$ cat config.mk
export PLATFORM = sky130hd
export DESIGN_NAME = aq_ifu_icache_tag_ctrl
export DESIGN_NICKNAME = d
export VERILOG_FILES = /design/src/rtl/aq_ifu_icache_tag_ctrl.sv
export SDC_FILE = /design/constraint.sdc
export NUM_CORES = 1
export LEC_CHECK = 0
export BUFFER_PORTS_ARGS = -buffer_cell sky130_fd_sc_hd__buf_2
export CAP_MARGIN = 20
export CORE_ASPECT_RATIO = 1.75
export CORE_MARGIN = 2
export CORE_UTILIZATION = 35
export CTS_BUF_LIST = sky130_fd_sc_hd__clkbuf_4
export DETAILED_ROUTE_END_ITERATION = 10
export HOLD_SLACK_MARGIN = 0.08
export PLACE_DENSITY_LB_ADDON = 0.2
export SLEW_MARGIN = 25
export SYNTH_ARGS = -nofsm -noshare
export SYNTH_HDL_FRONTEND = slang
export SYNTH_SLANG_ARGS = --single-unit
$ cat constraint.sdc
create_clock -name forever_cpuclk -period 5 [get_ports forever_cpuclk]
set_input_delay 0.25 -clock forever_cpuclk [delete_from_list [all_inputs] [get_ports forever_cpuclk]]
set_output_delay 0.25 -clock forever_cpuclk [all_outputs]
set_load 0.005 [all_outputs]
$ cat src/rtl/aq_ifu_icache_tag_ctrl.sv
// IFU icache tag array controller: invalidate sweep, refill/lookup arbitration, hit compare.
// Optional: `define AQ_ICACHE_INV_ON_RESET_EN to sweep the array automatically after reset.
module aq_ifu_icache_tag_ctrl #(
  parameter int TAG_INDEX = 8,
  parameter int TAG_WIDTH = 28,
  parameter int SET_NUM   = 256
) (
  input  logic                   forever_cpuclk,
  input  logic                   cpurst,
  input  logic                   inv_req,
  output logic                   inv_busy,
  output logic                   inv_done,
  input  logic                   refill_req,
  input  logic                   refill_way,
  input  logic [TAG_INDEX-1:0]   refill_idx,
  input  logic [TAG_WIDTH-1:0]   refill_tag,
  output logic                   refill_gnt,
  input  logic                   lookup_req,
  input  logic [TAG_INDEX-1:0]   lookup_idx,
  input  logic [TAG_WIDTH-1:0]   lookup_tag,
  output logic                   lookup_gnt,
  output logic                   lookup_vld,
  output logic [1:0]             lookup_hit,
  output logic                   lookup_victim,
  output logic                   icache_tag_cen,
  output logic [2:0]             icache_tag_wen,
  output logic [TAG_INDEX:0]     icache_tag_idx,
  output logic [2*TAG_WIDTH+2:0] icache_tag_din,
  input  logic [2*TAG_WIDTH+2:0] icache_tag_dout
);

  localparam int WAY_W = TAG_WIDTH + 1;
  localparam logic [TAG_INDEX-1:0] LAST = TAG_INDEX'(SET_NUM - 1);

  typedef enum logic [1:0] {
    IDLE = 2'd0,
    INV  = 2'd1,
    DONE = 2'd2
  } state_e;

`ifdef AQ_ICACHE_INV_ON_RESET_EN
  localparam state_e RST_STATE = INV;
  localparam logic   RST_BUSY  = 1'b1;
`else
  localparam state_e RST_STATE = IDLE;
  localparam logic   RST_BUSY  = 1'b0;
`endif

  state_e               state_q;
  state_e               state_d;
  logic [TAG_INDEX-1:0] cnt_q;
  logic [TAG_INDEX-1:0] cnt_d;
  logic                 inv_busy_q;
  logic                 inv_busy_d;
  logic                 inv_done_q;
  logic                 inv_done_d;
  logic                 lk_vld_q;
  logic                 lk_vld_d;
  logic [TAG_WIDTH-1:0] lk_tag_q;
  logic [TAG_WIDTH-1:0] lk_tag_d;

  logic idle_arb;
  logic inv_act;

  always_comb begin
    state_d = state_q;
    cnt_d   = cnt_q;
    unique case (state_q)
      IDLE: begin
        if (inv_req) begin
          state_d = INV;
          cnt_d   = '0;
        end
      end
      INV: begin
        cnt_d = cnt_q + 1'b1;
        if (cnt_q == LAST) begin
          state_d = DONE;
          cnt_d   = '0;
        end
      end
      DONE: state_d = IDLE;
      default: state_d = IDLE;
    endcase
    inv_busy_d = (state_d != IDLE);
    inv_done_d = (state_d == DONE);
  end

  // Grants are masked during reset so the array sees no access.
  assign idle_arb   = (state_q == IDLE) & ~cpurst;
  assign inv_act    = (state_q == INV) & ~cpurst;
  assign refill_gnt = idle_arb & refill_req;
  assign lookup_gnt = idle_arb & lookup_req & ~refill_req;

  always_comb begin
    icache_tag_cen = 1'b0;
    icache_tag_wen = 3'b000;
    icache_tag_idx = '0;
    icache_tag_din = '0;
    unique case (1'b1)
      inv_act: begin
        icache_tag_cen = 1'b1;
        icache_tag_wen = 3'b111;
        icache_tag_idx = {1'b0, cnt_q};
      end
      refill_gnt: begin
        icache_tag_cen = 1'b1;
        icache_tag_wen = {1'b1, refill_way, ~refill_way};
        icache_tag_idx = {1'b0, refill_idx};
        icache_tag_din = {~refill_way,
                          1'b1, refill_tag,
                          1'b1, refill_tag};
      end
      lookup_gnt: begin
        icache_tag_cen = 1'b1;
        icache_tag_idx = {1'b0, lookup_idx};
      end
      default: ;
    endcase
  end

  always_comb begin
    lk_vld_d = lookup_gnt;
    lk_tag_d = lookup_gnt ? lookup_tag : lk_tag_q;
  end

  always_ff @(posedge forever_cpuclk or posedge cpurst) begin
    if (cpurst) begin
      state_q    <= RST_STATE;
      cnt_q      <= '0;
      inv_busy_q <= RST_BUSY;
      inv_done_q <= 1'b0;
      lk_vld_q   <= 1'b0;
      lk_tag_q   <= '0;
    end else begin
      state_q    <= state_d;
      cnt_q      <= cnt_d;
      inv_busy_q <= inv_busy_d;
      inv_done_q <= inv_done_d;
      lk_vld_q   <= lk_vld_d;
      lk_tag_q   <= lk_tag_d;
    end
  end

  assign inv_busy   = inv_busy_q;
  assign inv_done   = inv_done_q;
  assign lookup_vld = lk_vld_q;

  // Array read data lands the cycle after the grant; compare against the held tag.
  always_comb begin
    lookup_hit[1] = lk_vld_q
                  & icache_tag_dout[2*WAY_W-1]
                  & (icache_tag_dout[2*WAY_W-2:WAY_W] == lk_tag_q);
    lookup_hit[0] = lk_vld_q
                  & icache_tag_dout[WAY_W-1]
                  & (icache_tag_dout[TAG_WIDTH-1:0] == lk_tag_q);
    lookup_victim = lk_vld_q & icache_tag_dout[2*WAY_W];
  end

endmodule

==> results of run 1 <==
[per-stage QoR]
step           instance area [um2]  setup WS, ns  util (%)  power (W)  std cells
6_report                      3920          1.87      49.2   0.000730        564
3_3_place_gp                  3770          2.03      47.4   0.000462        553
2_1_floorplan                 2890          3.29         -   0.000393        292
5_1_grt                       3920          1.55      49.2   0.000769        564
3_5_place_dp                  3770          1.91      47.4   0.000463        553
4_1_cts                       3900          1.50      49.0   0.000744        563
[state kept, by name, summed over array words and instances, names as in the netlist]
| name | count |
|---|---|
| cnt_q | 8 |
| inv_done | 1 |
| lk_tag_q | 28 |
| state_q | 2 |
| lookup_vld | 1 |
| inv_busy | 1 |
[power by group through the flow]
stage               clock, W  combinational (W)  sequential, W
floorplan                  0          0.0000438       0.000349
global placement           0           0.000112       0.000350
detailed placement         0           0.000113       0.000351
CTS                 0.000286           0.000115       0.000344
global route        0.000298           0.000126       0.000345
finish              0.000272           0.000114       0.000344
[per-layer routing]
metal,wire [um],track usage (%)
met5,0,0
met1,3050,18.9
met4,200,5.99
met3,720,3.97
met2,4560,32.5
[layout make-up]
cell class / instances / area, um2
clock buffers: 5 / 37.5
multi-input cells: 195 / 1520
clock inverters: 3 / 68.8
well taps: 90 / 113
flip-flops and latches: 41 / 1030
inverters: 11 / 41.3
fillers: 762 / 4050
repair buffers: 219 / 1110
[cell usage in the layout, fill, tap and decap left out, drive strengths merged, types with 2 or more instances in the layout]
cell,n
a21o,2
nand3,3
nor2,8
nand2,10
and3,29
a31oi,3
nor3,7
xor2,38
clkbuf,5
dfrtp,41
nand4,9
buf,216
nor4,10
bufinv,2
xnor2,18
o21ai,4
mux2,29
a222oi,8
a22o,5
inv,11
dlygate4sd3,3
[cells by family (layout without fill, tap and decap cells)]
| logic type | count (synthesis) | in the layout | synth area share (%) |
|---|---|---|---|
| buffers and inverters | 56 | 238 | 12.4 |
| DFF | 41 | 41 | 35.5 |
| other | 1 | 1 | 0.130 |
| adders and majority gates | 1 | 1 | 0.433 |
| AOI/OAI and AO/OA | 26 | 26 | 7.18 |
| xor gates and xnor gates | 56 | 56 | 17.0 |
| and+or+nand+nor | 82 | 82 | 16.1 |
| muxes | 29 | 29 | 11.3 |
[path summary, 6_finish.rpt]
check	slack, ns	from	to
worst max-delay path	1.87	state_q[1]$_DFF_PP0_	icache_tag_idx[1]
worst min-delay path	0.10	lookup_tag[10]	lk_tag_q[10]$_DFFE_PP0P_
worst max register to register	2.39	state_q[1]$_DFF_PP0_	lk_tag_q[4]$_DFFE_PP0P_
worst min register to register	0.58	cnt_q[0]$_DFFE_PP0P_	cnt_q[0]$_DFFE_PP0P_
max in group asynchronous	4.01	cpurst	cnt_q[6]$_DFFE_PP0P_
min in group asynchronous	0.61	cpurst	lk_tag_q[5]$_DFFE_PP0P_
==> flow_summary.toml, run 1 <==
[final_layout]
antenna_cells = 0
layout.nets = 611
drive_gt1_share_pct = 54.0
area_delta_synth_final_pct = 35.4

[synth]
syn_inst = 292
synth_area_leaders = "dfrtp_1 (35%), xor2_1 (12%), mux2_2 (11%)"
synth_seq_cells = 41
synth_most_common_cell = "dfrtp_1"
syn-cell-area_um2 = 2890
syn_nets = 430
synth_commonest_cells = "dfrtp_1 (41), xor2_1 (38), buf_4 (31)"
synth_edf_count = 0
synth_top_cell_by_area = "dfrtp_1"
synth.distinct_cells = 35
synth_ff_type = "dfrtp_1"
async_flop_share_pct = 100
yosysSeqAreaShare_pct = 35.5
syn_area_per_cell_um2 = 9.90
synth_top_area_share_pct = 35.5
yosysWarnings = 0

[power]
switching_share_pct = 23.2
p_switching_w = 0.000169
seqPwrFrac_pct = 47.2
p_leak_nw = 2.41
ir_worst_vdd_mv = 0.119
clockPowerShare_pct = 37.3
combPwrFrac_pct = 15.6
p_per_area_nw_per_um2 = 186
p_int_w = 0.000560

[route]
finalWirelength_um = 8540
via_count = 2808
first_pass_iters = 4
ant_nets = 0
drc = 0
drt_iter0_markers = 178
wl_per_cell_um = 15.1
via_per_inst = 4.98

[worst_setup_path]
cp_max_fo = 38
cpLargestDelayFamily = "simple AND/OR/NAND/NOR gates"
crit_cells = 5
cp.buffers_inverters = 2
crit_path_top_delay_cell = "and3b_2"
r2r_cells = 3
crit_type = "flop to primary output"
cp-end-kind = "primary output"
startpoint_type = "flop"
cpPeakStageDelay_ns = 0.88
cp.required_ns = 4.75
crit_chain = "nor3_4 > and3b_2 > a222oi_1 > inv_1 > buf_2"
arrival_ns = 2.88

[clock_network]
cts_buffer_depth = 2
cts_resized = 0
ctsHtreeMaxLevel = 2
numCtsBuffers = 5
cts_hold_buf = 2
clock_latency_ns = 0.36
clkTransAtPathRegs_ns = 0.14
clockRootBuffer = "clkbuf_4"
cts.sinks = 41
post-cts-setup-buffer-count = 0
cts_tree = "built"

[placed_design]
place.gp.congestion = 0.887
numPortBuffers = 215
hpwl_um = 7090

[die]
core_um2 = 7960
die_w_um = 72.7
io_pins = 217
die_y_um = 124
num_rows = 43
start_util_pct = 36.3
die-area_um2 = 9030

[global_route]
track_usage_pct = 17.6
grt_antenna_before_repair = 0
grt_pass1_wl_um = 12400
grt_start_max_net_pins = 42
grt_pass1_vias = 2643
overflow = 0

[timing]
timing_worst_slew_pin_value_ns = 0.829
hold_slack_ns = 0.104
finalSetupTns_ns = 0
maxSlewHeadroom_pct = 44.7
finalSetupViolCount = 0
rsz0062_at_grt = "false"
fin_crit_sh_pct = 62.6
max_freq_ghz = 0.319
report.final.slew_viol_count = 0
skew_ns = 0.0191
hold_viol_final = 0
period_needed_ns = 3.13

[min_path]
hold_class = "primary input to flop"
min_path_cells = 2

[status]
status = "finished, final reports clean"

[run]
max-cap-violations = 0
No activity file was read; power rests on OpenSTA's default activity.
==> run 2: changes to the inputs <==
==> constraint.sdc (replaced) <==
create_clock -name forever_cpuclk -period 2.9 [get_ports forever_cpuclk]
set_input_delay 0.145 -clock forever_cpuclk [delete_from_list [all_inputs] [get_ports forever_cpuclk]]
set_output_delay 0.145 -clock forever_cpuclk [all_outputs]
set_load 0.005 [all_outputs]
==> run 2 against run 1 <==
Against the previous run:
- largest cell class unchanged
- cell count increased by 5.5%
- final area rose by 6.8%
- routed wire length increased by 5.8%
- via count up 4.9%
- sequential power increased by 72%
- setup slack lost 1.3 ns
- largest power group unchanged
- sequential cell count unchanged
- register-to-register slack lost 1.5 ns
- hold slack better by 0.32 ns
- highest routed layer unchanged
==> flow_summary.toml, run 2 (synthesis gave the netlist of run 1 again) <==
[die]
core_um2 = 7960
io_pins = 217
num_rows = 43
die_y_um = 124
start_util_pct = 36.3
die-area_um2 = 9030
die_w_um = 72.7

[worst_setup_path]
cp_max_fo = 29
startpoint_type = "flop"
arrival_ns = 2.18
crit_type = "flop to primary output"
cp-end-kind = "primary output"
cp.required_ns = 2.76

[clock_network]
clkTransAtPathRegs_ns = 0.13
cts_buffer_depth = 2
clock_latency_ns = 0.35
numCtsBuffers = 5
cts.sinks = 41
ctsHtreeMaxLevel = 2
post-cts-setup-buffer-count = 0
clockRootBuffer = "clkbuf_4"
cts_tree = "built"

[final_layout]
layout_commonest_cell = "buf_2"
final_cell_mix = "buf_2 (215), dfrtp_1 (41), xor2_1 (38)"
stdcell_count = 595
top_register = "lk_tag_q"
reg_top3 = "lk_tag_q: 28 flops, cnt_q: 8 flops, state_q: 2 flops"
largest_register_ffs = 28
antenna_cells = 0
area_delta_synth_final_pct = 44.6
layout.nets = 642
drive_gt1_share_pct = 51.3

[power]
p_int_w = 0.000898
finalPower_w = 0.00119
p_per_area_nw_per_um2 = 284
p_switching_w = 0.000291
clockPowerShare_pct = 30.8
ir_worst_vdd_mv = 0.144
seqPwrFrac_pct = 49.9
switching_share_pct = 24.5
combPwrFrac_pct = 19.3
p_leak_nw = 2.52

[placed_design]
place.gp.congestion = 0.820
dp.cells = 557
hpwl_um = 7260
numPortBuffers = 215

[global_route]
overflow = 0
grt_start_max_net_pins = 32
grt_pass1_wl_um = 13200
grt_pass1_vias = 2852
grt_antenna_before_repair = 0
track_usage_pct = 18.8

[timing]
finalSetupTns_ns = 0
hold_slack_ns = 0.429
timing_worst_slew_pin_value_ns = 0.821
fin_crit_sh_pct = 80.3
finalSetupViolCount = 0
rsz0062_at_grt = "false"
maxSlewHeadroom_pct = 44.9
hold_viol_final = 0
max_freq_ghz = 0.429
period_needed_ns = 2.33
report.final.slew_viol_count = 0
skew_ns = 0.0148

[min_path]
hold_class = "primary input to flop"

[run]
max-cap-violations = 0

[route]
drt_iter0_markers = 117
drc = 0
wl_per_cell_um = 15.2
ant_nets = 0
finalWirelength_um = 9040
via_count = 2945
via_per_inst = 4.95
first_pass_iters = 5

[status]
status = "finished, final reports clean"
[run 2: cell count changes in the layout (fill, tap and decap cells not counted)]
cell | before | now
dlygate4sd3_1 | 3 | 30
inv_1 | 10 | 9
clkinvlp_4 | 0 | 1
nor3_4 | 1 | 0
inv_6 | 1 | 0
bufinv_16 | 2 | 1
nor3_2 | 0 | 1
buf_4 | 1 | 5
clkinv_1 | 1 | 3
[run 2: cell type report]
class	instances	area (um2)
fillers	730	3780
flip-flops and latches	41	1030
inverters	11	41.3
well taps	90	113
repair buffers	250	1410
clock buffers	5	37.5
multi-input cells	195	1510
clock inverters	3	41.3
[run 2: power by group through the flow]
stage,clock [W],combinational (W),sequential [W]
after floorplan,0,0.0000754,0.000601
after global placement,0,0.000195,0.000604
after detailed placement,0,0.000198,0.000604
after CTS,0.000385,0.000231,0.000593
after global routing,0.000404,0.000252,0.000595
final,0.000366,0.000230,0.000593
[run 2: final timing paths]
kind                                            end                      from  slack, ns  depth (start not counted)
min in group asynchronous      cnt_q[2]$_DFFE_PP0P_                    cpurst       0.44                          3
max in group asynchronous   lk_tag_q[5]$_DFFE_PP0P_                    cpurst       1.88                          4
max                               icache_tag_idx[2]      state_q[1]$_DFF_PP0_       0.57                          7
max reg2reg                 lk_tag_q[1]$_DFFE_PP0P_      state_q[1]$_DFF_PP0_       0.88                          4
min                            lookup_vld$_DFF_PP0_                lookup_req       0.43                          2
min reg2reg                lk_tag_q[10]$_DFFE_PP0P_  lk_tag_q[10]$_DFFE_PP0P_       0.59                          1
[run 2: through the flow]
| step | util, % | area, um2 | worst slack (ns) |
|---|---|---|---|
| CTS | 52.5 | 4180 | 0.554 |
| global route | 52.5 | 4180 | 0.323 |
| detailed placement | 47.8 | 3800 | 0.866 |
| finish | 52.5 | 4180 | 0.570 |
| floorplan | - | 2890 | 1.30 |
| global placement | 47.8 | 3800 | 0.922 |
[run 2: timing repair]
item,4_1_cts,5_1_grt
resized for setup,0,0
hold buffers,30,0
hold endpoints to repair,50,0
[run 2: critical path, stage by stage (launching register included)]
cell	delay, ns
dfrtp_1	0.51
nor3_2	0.08
buf_4	0.21
nand2_1	0.14
clkinv_1	0.30
a222oi_1	0.38
inv_1	0.08
buf_2	0.13
[run 2: routing by layer]
metal	vias up	GRT usage (%)	part of all wire, %
met5	-	0	0
met4	0	6.86	2.1
met3	11	3.48	7.0
met2	143	35.3	53
met1	1360	19.9	38
li1	1431	-	-
==> run 3: changes to the inputs <==
--- a/config.mk
+++ b/config.mk
@@ -5,6 +5,7 @@
 export SDC_FILE = /design/constraint.sdc
 export NUM_CORES = 1
 export LEC_CHECK = 0
+export ABC_AREA = 1
 export BUFFER_PORTS_ARGS = -buffer_cell sky130_fd_sc_hd__buf_2
 export CAP_MARGIN = 20
 export CORE_ASPECT_RATIO = 1.75
==> constraint.sdc (replaced) <==
create_clock -name forever_cpuclk -period 2.2 [get_ports forever_cpuclk]
set_input_delay 0.11 -clock forever_cpuclk [delete_from_list [all_inputs] [get_ports forever_cpuclk]]
set_output_delay 0.11 -clock forever_cpuclk [all_outputs]
set_load 0.005 [all_outputs]
==> run 3 against run 2 <==
Against the previous run:
- cell count increased by 51%
- core utilization is 1.1 points lower
- sequential share of layout area fell by 2.6 points
- non-clock buffer count grew 2
- die area increased by 13%
- hold slack got worse by 0.30 ns
- combinational power rose to 5.3 times the previous value
- clock-buffer cell count grew 1
- synthesized cell count grew 91%
- via count up 32%
- critical endpoint is now lookup_gnt
- largest power group is now combinational logic
==> flow_summary.toml, run 3 <==
[timing]
finalSetupViolCount = 0
finalSetupTns_ns = 0
report.final.slew_viol_count = 0
fin_crit_sh_pct = 92.3
rsz0062_at_grt = "false"
hold_viol_final = 0
skew_ns = 0.0187
period_needed_ns = 2.03
max_freq_ghz = 0.492

[clock_network]
numCtsBuffers = 5
cts_buffer_depth = 2
cts_tree = "built"
clock_latency_ns = 0.37
ctsHtreeMaxLevel = 2
cts.sinks = 41
clkTransAtPathRegs_ns = 0.13
clockRootBuffer = "clkbuf_4"

[worst_setup_path]
startpoint_type = "flop"
cpPeakStageDelay_ns = 0.43
arrival_ns = 1.92
cp_max_fo = 58
rrSetupSlack_ns = 0.56
cp.buffers_inverters = 2
crit_chain = "nor2_2 > nand3_1 > nor2_4 > buf_12 > buf_2"
crit_type = "flop to primary output"
cpLargestDelayFamily = "simple AND/OR/NAND/NOR gates"
regToRegStartpoint = "state_q[0]$_DFF_PP0_"
crit_path_top_delay_cell = "dfrtp_1"
r2r_cells = 6
reg2reg_to = "lk_tag_q[18]$_DFFE_PP0P_"
cp-end-kind = "primary output"
cp.required_ns = 2.09

[global_route]
grt_pass1_wl_um = 17600
grt_pass1_vias = 3883
grt_start_max_net_pins = 59
grt_antenna_before_repair = 2
track_usage_pct = 21.8
overflow = 0

[final_layout]
drive_gt1_share_pct = 30.5
top_register = "lk_tag_q"
seqCellArea_um2 = 1030
largest_register_ffs = 28
layout_commonest_cell = "buf_2"
area_delta_synth_final_pct = 41.8
fillCellCount = 997
reg_top3 = "lk_tag_q: 28 flops, cnt_q: 8 flops, state_q: 2 flops"
layout.nets = 914
multi_input_area_um2 = 1530
design_area_um2 = 4670
final_cell_mix = "buf_2 (215), nand2_1 (204), inv_1 (114)"

[die]
die_y_um = 132
start_util_pct = 36.2
die_w_um = 77.3
io_pins = 217
die-area_um2 = 10200
core_um2 = 9090
num_rows = 46

[synth]
synth_edf_count = 0
syn_inst = 559
synth_most_common_cell = "nand2_1"
synth_ff_type = "dfrtp_1"
yosysWarnings = 0
synth_top_area_share_pct = 31.1
yosysSeqAreaShare_pct = 31.1
synth_top_cell_by_area = "dfrtp_1"
synth.distinct_cells = 23
syn_nets = 697
synth_area_leaders = "dfrtp_1 (31%), nand2_1 (23%), inv_1 (13%)"
synth_seq_cells = 41
synth_commonest_cells = "nand2_1 (205), inv_1 (115), nor2_1 (69)"
syn-cell-area_um2 = 3290
syn_area_per_cell_um2 = 5.89
async_flop_share_pct = 100

[route]
via_count = 3892
finalWirelength_um = 11100
first_pass_iters = 4
drt_iter0_markers = 114
wl_per_cell_um = 12.4
drc = 0
ant_nets = 0
via_per_inst = 4.33

[placed_design]
place.gp.congestion = 0.972
numPortBuffers = 215
place_area_um2 = 4280
hpwl_um = 9170

[power]
ir_worst_vdd_mv = 0.323
p_per_area_nw_per_um2 = 600
finalPower_w = 0.00280
p_leak_nw = 2.98

[run]
max-cap-violations = 0

[status]
status = "finished, final reports clean"

[min_path]
hold_class = "primary input to asynchronous set/reset pin"
==> run 3: cell types whose count changed after synthesis, moves of 10 or more <==
cell,change
o21ai_1,+30
nand2_1,+195
xor2_1,-35
xnor2_1,-16
o21ai_0,+16
mux2_2,-29
nor2_1,+61
and3_1,-29
inv_1,+105
nor4_1,-10
==> run 3: worst max path at each step <==
stage | depth (start not counted) | slack (ns) | to | startpoint
after floorplan | 5 | 0.18 | icache_tag_din[48] | cpurst
after global placement | 5 | 0.54 | lookup_gnt | state_q[0]$_DFF_PP0_
after detailed placement | 5 | 0.52 | lookup_gnt | state_q[0]$_DFF_PP0_
after CTS | 5 | 0.08 | lookup_gnt | state_q[0]$_DFF_PP0_
after global routing | 5 | 0.07 | lookup_gnt | state_q[0]$_DFF_PP0_
final | 5 | 0.17 | lookup_gnt | state_q[0]$_DFF_PP0_
==> run 3: kinds of logic after synthesis <==
| family | after synthesis | share of synthesized area [%] |
|---|---|---|
| AO/OA/AOI/OAI | 66 | 10.9 |
| XOR/XNOR | 5 | 1.33 |
| adder cells (fa/ha/maj) | 1 | 0.380 |
| buffers and inverters | 158 | 22.7 |
| flip-flops | 41 | 31.1 |
| other | 1 | 0.114 |
| AND/OR/NAND/NOR | 287 | 33.3 |
==> run 3: worst register-to-register path, cell delays in order (launching register included) <==
cell and delay [ns]:
dfrtp_1 0.43, nor2_2 0.18, nand3_1 0.26, nor2_4 0.25, buf_12 0.27, nand2_1 0.10
o21ai_1 0.10
==> run 3: area by class of cell <==
cell class | instances | share of cell area [%]
multi-input cells | 360 | 32.8
repair buffers | 252 | 31.4
flip-flops and latches | 41 | 22.0
inverters | 116 | 9.32
well taps | 120 | 3.21
clock buffers | 6 | 0.964
clock inverters | 2 | 0.321
diodes | 1 | 0.0536
==> run 3: power by group <==
part           switching [W]  internal (W)  total, W
Clock               0.000274      0.000137  0.000411
Sequential          0.000169      0.000989   0.00116
Combinational       0.000709      0.000524   0.00123
==> run 3: routing by layer <==
layer | vias to the layer above | track usage [%] | part of all wire [%]
met2 | 140 | 43.2 | 55
met3 | 21 | 3.97 | 5.6
met5 | - | 0 | 0.099
met1 | 1671 | 21.2 | 36
met4 | 2 | 9.42 | 3.5
li1 | 2058 | - | -
==> run 3: metrics by stage <==
stage | utilization (%) | setup slack [ns] | hold WS, ns | instances
after floorplan | - | 0.184 | 0.228 | 559
after global placement | 47.1 | 0.540 | -0.0223 | 858
after detailed placement | 47.1 | 0.520 | -0.0190 | 858
after CTS | 51.0 | 0.0781 | 0.103 | 896
after global routing | 51.4 | 0.0685 | 0.128 | 898
final | 51.4 | 0.169 | 0.131 | 898
==> run 3: repair_timing <==
| action | CTS | global route |
|---|---|---|
| setup buffers | 0 | 1 |
| hold endpoints to repair | 70 | 0 |
| resized for setup | 0 | 2 |
| setup endpoints to repair | 0 | 12 |
| hold buffers | 30 | 0 |
